**config.mk**
```make
export PLATFORM = sky130hd
export DESIGN_NAME = dmem_access_ctrl_flat
export DESIGN_NICKNAME = d
export VERILOG_FILES = /design/src/rtl/dmem_access_ctrl_if.sv /design/src/rtl/dmem_access_ctrl.sv /design/src/flat_wrapper.sv
export SDC_FILE = /design/constraint.sdc
export NUM_CORES = 1
export LEC_CHECK = 0
export ABC_AREA = 1
export BUFFER_PORTS_ARGS = -buffer_cell sky130_fd_sc_hd__buf_2
export CAP_MARGIN = 20
export CORE_MARGIN = 1
export CORE_UTILIZATION = 52
export CTS_BUF_LIST = sky130_fd_sc_hd__clkbuf_4 sky130_fd_sc_hd__clkbuf_8
export CTS_CLUSTER_SIZE = 24
export DETAILED_ROUTE_END_ITERATION = 10
export PLACE_DENSITY = 0.8
export SYNTH_ARGS = -nofsm -noshare
export SYNTH_HDL_FRONTEND = slang
export SYNTH_SLANG_ARGS = --single-unit
```
**constraint.sdc**
```tcl
create_clock -name clk -period 5.35 [get_ports clk]
set_clock_uncertainty 0.2 [all_clocks]
set_input_delay 0.535 -clock clk [delete_from_list [all_inputs] [get_ports clk]]
set_output_delay 0.535 -clock clk [all_outputs]
set_load 0.03 [all_outputs]
```
**src/rtl/dmem_access_ctrl_if.sv**
```systemverilog
// Port bundles for the data-memory access controller: the core-side memory
// port and the word-RAM request/acknowledge port.

interface dmem_core_if;
    logic        mem_ren;
    logic        mem_wen;
    logic [31:0] mem_addr;
    logic [31:0] mem_dout;
    logic [31:0] mem_din;
    logic        mem_stall;

    // master = pipeline core, slave = access controller
    modport master (
        output mem_ren, mem_wen, mem_addr, mem_dout,
        input  mem_din, mem_stall
    );
    modport slave (
        input  mem_ren, mem_wen, mem_addr, mem_dout,
        output mem_din, mem_stall
    );
endinterface

interface dmem_ram_if #(
    parameter int ADDR_W = 10
);
    logic              ram_req;
    logic              ram_we;
    logic [ADDR_W-1:0] ram_addr;
    logic [31:0]       ram_wdata;
    logic [31:0]       ram_rdata;
    logic              ram_ack;

    // master = access controller, slave = word RAM
    modport master (
        output ram_req, ram_we, ram_addr, ram_wdata,
        input  ram_rdata, ram_ack
    );
    modport slave (
        input  ram_req, ram_we, ram_addr, ram_wdata,
        output ram_rdata, ram_ack
    );
endinterface

```
**src/rtl/dmem_access_ctrl.sv**
```systemverilog
// Turns the core's single-cycle memory port into a req/ack transaction on a
// variable-latency word RAM, stalling the core until the result is ready.

module dmem_access_ctrl #(
    parameter int ADDR_W  = 10,
    parameter int TIMEOUT = 16
) (
    input  logic        clk,
    input  logic        rst,
    dmem_core_if.slave  core,
    dmem_ram_if.master  ram,
    output logic        err_misalign,
    output logic        err_timeout,
    output logic [31:0] stall_cnt
);

    typedef enum logic [1:0] {
        ST_IDLE = 2'd0,
        ST_REQ  = 2'd1,
        ST_DONE = 2'd2
    } state_t;

    localparam logic [7:0]  WAIT_LAST    = 8'(TIMEOUT - 1);
    localparam logic [31:0] TIMEOUT_DATA = 32'hDEAD_BEEF;

    state_t            state_reg;
    state_t            state_next;

    logic              we_reg;
    logic [ADDR_W-1:0] addr_reg;
    logic [31:0]       wdata_reg;
    logic [31:0]       rd_reg;
    logic [7:0]        wait_cnt_reg;
    logic              err_misalign_reg;
    logic              err_timeout_reg;
    logic [31:0]       stall_cnt_reg;

    logic              acc;
    logic              aligned;
    logic              start;
    logic              misalign_hit;
    logic              timeout_hit;
    logic              stall;

    // Only the word-address slice of the byte address reaches the RAM.
    logic              unused_addr_bits;
    assign unused_addr_bits = ^core.mem_addr[31:ADDR_W+2];

    assign acc          = core.mem_ren | core.mem_wen;
    assign aligned      = (core.mem_addr[1:0] == 2'b00);
    assign start        = (state_reg == ST_IDLE) & acc & aligned;
    assign misalign_hit = (state_reg == ST_IDLE) & acc & ~aligned;
    // A late ack on the final wait cycle still wins over the timeout.
    assign timeout_hit  = (state_reg == ST_REQ) & ~ram.ram_ack &
                          (wait_cnt_reg == WAIT_LAST);

    // ---------------- state register ----------------
    always_ff @(posedge clk or posedge rst) begin
        if (rst) begin
            state_reg <= ST_IDLE;
        end else begin
            state_reg <= state_next;
        end
    end

    // ---------------- next-state logic ----------------
    always_comb begin
        state_next = state_reg;
        case (state_reg)
            ST_IDLE: begin
                if (start) begin
                    state_next = ST_REQ;
                end
            end
            ST_REQ: begin
                if (ram.ram_ack || timeout_hit) begin
                    state_next = ST_DONE;
                end
            end
            ST_DONE: begin
                state_next = ST_IDLE;
            end
            default: begin
                state_next = ST_IDLE;
            end
        endcase
    end

    // ---------------- output logic ----------------
    always_comb begin
        stall         = 1'b0;
        ram.ram_req   = 1'b0;
        core.mem_din  = 32'h0;
        case (state_reg)
            ST_IDLE: begin
                stall = start;
            end
            ST_REQ: begin
                stall       = 1'b1;
                ram.ram_req = 1'b1;
            end
            ST_DONE: begin
                core.mem_din = rd_reg;
            end
            default: begin
                stall = 1'b0;
            end
        endcase
    end

    assign core.mem_stall = stall;
    assign ram.ram_we     = we_reg;
    assign ram.ram_addr   = addr_reg;
    assign ram.ram_wdata  = wdata_reg;
    assign err_misalign   = err_misalign_reg;
    assign err_timeout    = err_timeout_reg;
    assign stall_cnt      = stall_cnt_reg;

    // ---------------- request latch ----------------
    // Captured once when the access is accepted, then held for the whole REQ.
    always_ff @(posedge clk or posedge rst) begin
        if (rst) begin
            we_reg    <= 1'b0;
            addr_reg  <= '0;
            wdata_reg <= 32'h0;
        end else if (start) begin
            we_reg    <= core.mem_wen;
            addr_reg  <= core.mem_addr[ADDR_W+1:2];
            wdata_reg <= core.mem_dout;
        end
    end

    // ---------------- wait counter and read register ----------------
    always_ff @(posedge clk or posedge rst) begin
        if (rst) begin
            wait_cnt_reg <= 8'h0;
            rd_reg       <= 32'h0;
        end else if (start) begin
            wait_cnt_reg <= 8'h0;
        end else if (state_reg == ST_REQ) begin
            if (ram.ram_ack) begin
                if (!we_reg) begin
                    rd_reg <= ram.ram_rdata;
                end
            end else if (timeout_hit) begin
                rd_reg <= TIMEOUT_DATA;
            end else begin
                wait_cnt_reg <= wait_cnt_reg + 8'h1;
            end
        end
    end

    // ---------------- sticky error flags ----------------
    always_ff @(posedge clk or posedge rst) begin
        if (rst) begin
            err_misalign_reg <= 1'b0;
            err_timeout_reg  <= 1'b0;
        end else begin
            if (misalign_hit) begin
                err_misalign_reg <= 1'b1;
            end
            if (timeout_hit) begin
                err_timeout_reg <= 1'b1;
            end
        end
    end

    // ---------------- debug stall counter ----------------
    always_ff @(posedge clk or posedge rst) begin
        if (rst) begin
            stall_cnt_reg <= 32'h0;
        end else if (stall) begin
            stall_cnt_reg <= stall_cnt_reg + 32'h1;
        end
    end

    // ---------------- structural checks ----------------
    a_state_legal: assert property (@(posedge clk) disable iff (rst)
        state_reg != 2'd3);

    a_done_one_cycle: assert property (@(posedge clk) disable iff (rst)
        (state_reg == ST_DONE) |=> (state_reg == ST_IDLE));

endmodule
```
**src/flat_wrapper.sv**
```systemverilog
// flat-port wrapper written by rule: the top's interface ports become plain ports
module dmem_access_ctrl_flat 
#(
    parameter int ADDR_W  = 10,
    parameter int TIMEOUT = 16
)
  (clk, rst, err_misalign, err_timeout, stall_cnt, core_mem_ren, core_mem_wen, core_mem_addr, core_mem_dout, core_mem_din, core_mem_stall, ram_ram_req, ram_ram_we, ram_ram_addr, ram_ram_wdata, ram_ram_rdata, ram_ram_ack);
  dmem_core_if core_i ();
  dmem_ram_if #(.ADDR_W(ADDR_W)) ram_i ();
  input  logic clk;
  input  logic rst;
  output logic err_misalign;
  output logic err_timeout;
  output logic [31:0] stall_cnt;
  input wire logic [$bits(core_i.mem_ren)-1:0] core_mem_ren;
  input wire logic [$bits(core_i.mem_wen)-1:0] core_mem_wen;
  input wire logic [$bits(core_i.mem_addr)-1:0] core_mem_addr;
  input wire logic [$bits(core_i.mem_dout)-1:0] core_mem_dout;
  output wire logic [$bits(core_i.mem_din)-1:0] core_mem_din;
  output wire logic [$bits(core_i.mem_stall)-1:0] core_mem_stall;
  output wire logic [$bits(ram_i.ram_req)-1:0] ram_ram_req;
  output wire logic [$bits(ram_i.ram_we)-1:0] ram_ram_we;
  output wire logic [$bits(ram_i.ram_addr)-1:0] ram_ram_addr;
  output wire logic [$bits(ram_i.ram_wdata)-1:0] ram_ram_wdata;
  input wire logic [$bits(ram_i.ram_rdata)-1:0] ram_ram_rdata;
  input wire logic [$bits(ram_i.ram_ack)-1:0] ram_ram_ack;
  assign core_i.mem_ren = core_mem_ren;
  assign core_i.mem_wen = core_mem_wen;
  assign core_i.mem_addr = core_mem_addr;
  assign core_i.mem_dout = core_mem_dout;
  assign core_mem_din = core_i.mem_din;
  assign core_mem_stall = core_i.mem_stall;
  assign ram_ram_req = ram_i.ram_req;
  assign ram_ram_we = ram_i.ram_we;
  assign ram_ram_addr = ram_i.ram_addr;
  assign ram_ram_wdata = ram_i.ram_wdata;
  assign ram_i.ram_rdata = ram_ram_rdata;
  assign ram_i.ram_ack = ram_ram_ack;
  dmem_access_ctrl #(.ADDR_W(ADDR_W), .TIMEOUT(TIMEOUT)) u_core (.clk(clk), .rst(rst), .core(core_i), .ram(ram_i), .err_misalign(err_misalign), .err_timeout(err_timeout), .stall_cnt(stall_cnt));
endmodule
```
==> flow_summary.ini <==
[clock_tree]
ctsHoldBuffers = 0
cts.clk_slew.worst_paths_ns = 0.08
cts-resized-gates = 0
clockBufferDepth = 2
cts_tree = built
clock_insertion_delay_worst_skew_ns = 0.42
cts_sinks = 119
htreeDepth = 4
numCtsBuffers = 17
clockRootBuffer = clkbuf_8
post_cts_buffers = 0

[sta]
rsz0062_at_grt = false
slew_headroom_pct = 42.3
worst_pin_slew_ns = 0.865
max_freq_ghz = 0.330
period_needed_ns = 3.03
finalCritPeriodShare_pct = 56.7
finalHoldViolCount = 0
finalSetupTns_ns = 0
finalSetupViolations = 0
slew_violations = 0

[die]
core-area_um2 = 10900
num_io_pins = 212
die_h_um = 108
die_area_um2 = 11600
fp-row-count = 38
initial_core_util_pct = 53.6
die_w_um = 108

[yosys]
synth_top_family_by_area = simple AND/OR/NAND/NOR gates
ys_seq_area_share_pct = 51.1
synth_fp_nets = 783
synth_xor_area_share_pct = 2.55
synth_seq_cells = 119
muxShareOfSynthArea_pct = 8.11
synth.distinct_cells = 25
syn-instance-count = 680
synth_edf_count = 0
synth_area_um2 = 5830
yosys_most_used_dff = dfrtp_1
synth_compound_area_share_pct = 1.35
synth_simple_gate_area_share_pct = 28.6
synth_fa_ha_area_share_pct = 0.429
avgSynthCellArea_um2 = 8.58
async_flop_share_pct = 100
yosys_warnings = 0

[layout]
fillCellCount = 895
num_antenna_cells = 0
mostFrequentLayoutCell = buf_2
mostFrequentLayoutCells = buf_2, nand2_1, dfrtp_1
nNetsFinal = 970
syn2layout_area_growth_pct = 23.8
drive_above_1_share_pct = 34.9

[global_routing]
first_global_vias = 4788
grt_pass1_wl_um = 21700
antenna_found_initial = 0
grt_max_degree = 70
grtUsageTotal_pct = 24.0
grt_overflow = 0

[setup_path]
critical_path_class = reg2out
crit_family = simple AND/OR/NAND/NOR gates
cp_slowest_stage_delay_ns = 0.67
crit_chain = nor2_2, nand3_2, nand2_2, buf_2
crit_buf_inv = 1
critPathMaxFanout = 41
end_kind = output pin
start_kind = flip-flop
cp.arrival_ns = 2.30
slowest_stage = nand2_2
cp_data_required_time_ns = 4.62
rrSetupSlack_ns = 2.81

[pwr]
ir_drop_mv = 0.316
power_density_nw_per_um2 = 399
power_mw = 2.88
leakagePower_nw = 3.83

[placed_design]
place_hpwl_um = 9220
routabilityCongestion = 0.803
port_buffers = 191

[run_status]
status = finished, final reports clean

[route]
drt_drc_violations_left = 0
routed_wl_um = 13300
wl_per_cell_um = 13.1
first_pass_iters = 6
via_per_inst = 4.95
detail-route-antenna-nets = 0
vias = 5047
drt_iter0_drc = 280

[job]
max_cap_viol_count = 0

[min_path]
hold_class = in2async
## final timing paths
kind                                                 start                                   end  cells past startpoint
hold / removal                                         rst    u_core.ram.ram_addr[0]$_DFFE_PP0P_                      3
max in group asynchronous                              rst          u_core.rd_reg[4]$_DFFE_PP0P_                      3
min in group clk                         core_mem_dout[10]  u_core.ram.ram_wdata[10]$_DFFE_PP0P_                      2
hold reg to reg              u_core.rd_reg[17]$_DFFE_PP0P_         u_core.rd_reg[17]$_DFFE_PP0P_                      2
setup reg to reg           u_core.state_reg[0]$_DFFE_PP0P_         u_core.rd_reg[27]$_DFFE_PP0P_                      7
setup / recovery           u_core.state_reg[0]$_DFFE_PP0P_                        core_mem_stall                      4
## through the flow
step	setup WS (ns)	instances	cell area [µm²]	hold WS, ns	utilization (%)
6_report	2.32	1020	7220	0.0828	66.3
5_1_grt	2.18	1020	7220	0.101	66.3
4_1_cts	2.29	1020	7220	0.0894	66.3
3_5_place_dp	2.50	988	6830	0.258	62.7
3_3_place_gp	2.50	988	6830	0.243	62.7
2_1_floorplan	1.46	680	5830	0.242	-
## Yosys cell counts (4+ instances only)
cell type,number,area (µm²)
nand3_1,62,310
nand3b_1,6,45.0
clkbuf_1,7,26.3
nand4_1,13,81.3
nor2_2,4,25.0
nand3_2,4,40.0
inv_1,80,300
xnor2_1,12,105
buf_4,4,30.0
o21ai_1,5,25.0
nand2_1,180,676
or2_2,25,156
buf_6,4,45.0
mux2_2,42,473
xor2_1,5,43.8
o21ai_0,6,30.0
nor2_1,80,300
buf_2,11,55.1
dfrtp_1,119,2980
## logic make-up (layout without fill, tap and decap cells)
family,Yosys count,count (layout)
buffers and inverters,107,307
adder cells (fa/ha/maj),2,2
multiplexers,42,42
XOR/XNOR,17,17
flip-flops,119,119
AO/OA/AOI/OAI,13,13
AND/OR/NAND/NOR,380,380
## report_power, final
group / switching, mW / internal, mW
clock: 0.399 / 0.391
sequential: 0.137 / 1.12
combinational: 0.546 / 0.279
total: 1.08 / 1.80
## per-layer routing
| layer | share of wire, % | global-route usage, % | vias to the layer above |
|---|---|---|---|
| met3 | 6.9 | 8.11 | 20 |
| li1 | - | - | 2501 |
| met4 | 1.6 | 9.59 | 0 |
| met1 | 43 | 29.1 | 2352 |
| met5 | 0 | 0 | - |
| met2 | 48 | 39.2 | 174 |
## final cells by class
type,instances,area (µm²),share of cell area [%]
sequential,119,2980,41.3
multi-input combinational,454,2390,33.2
timing repair buffer,194,978,13.6
inverter,81,307,4.25
clock buffer,18,248,3.43
tap,140,175,2.43
clock inverter,14,139,1.92
## tightest hold or removal path, stage by stage
cell	delay, ns
buf_2	0.11
inv_4	0.04
buf_4	0.49
No activity file was read; power rests on OpenSTA's default activity.
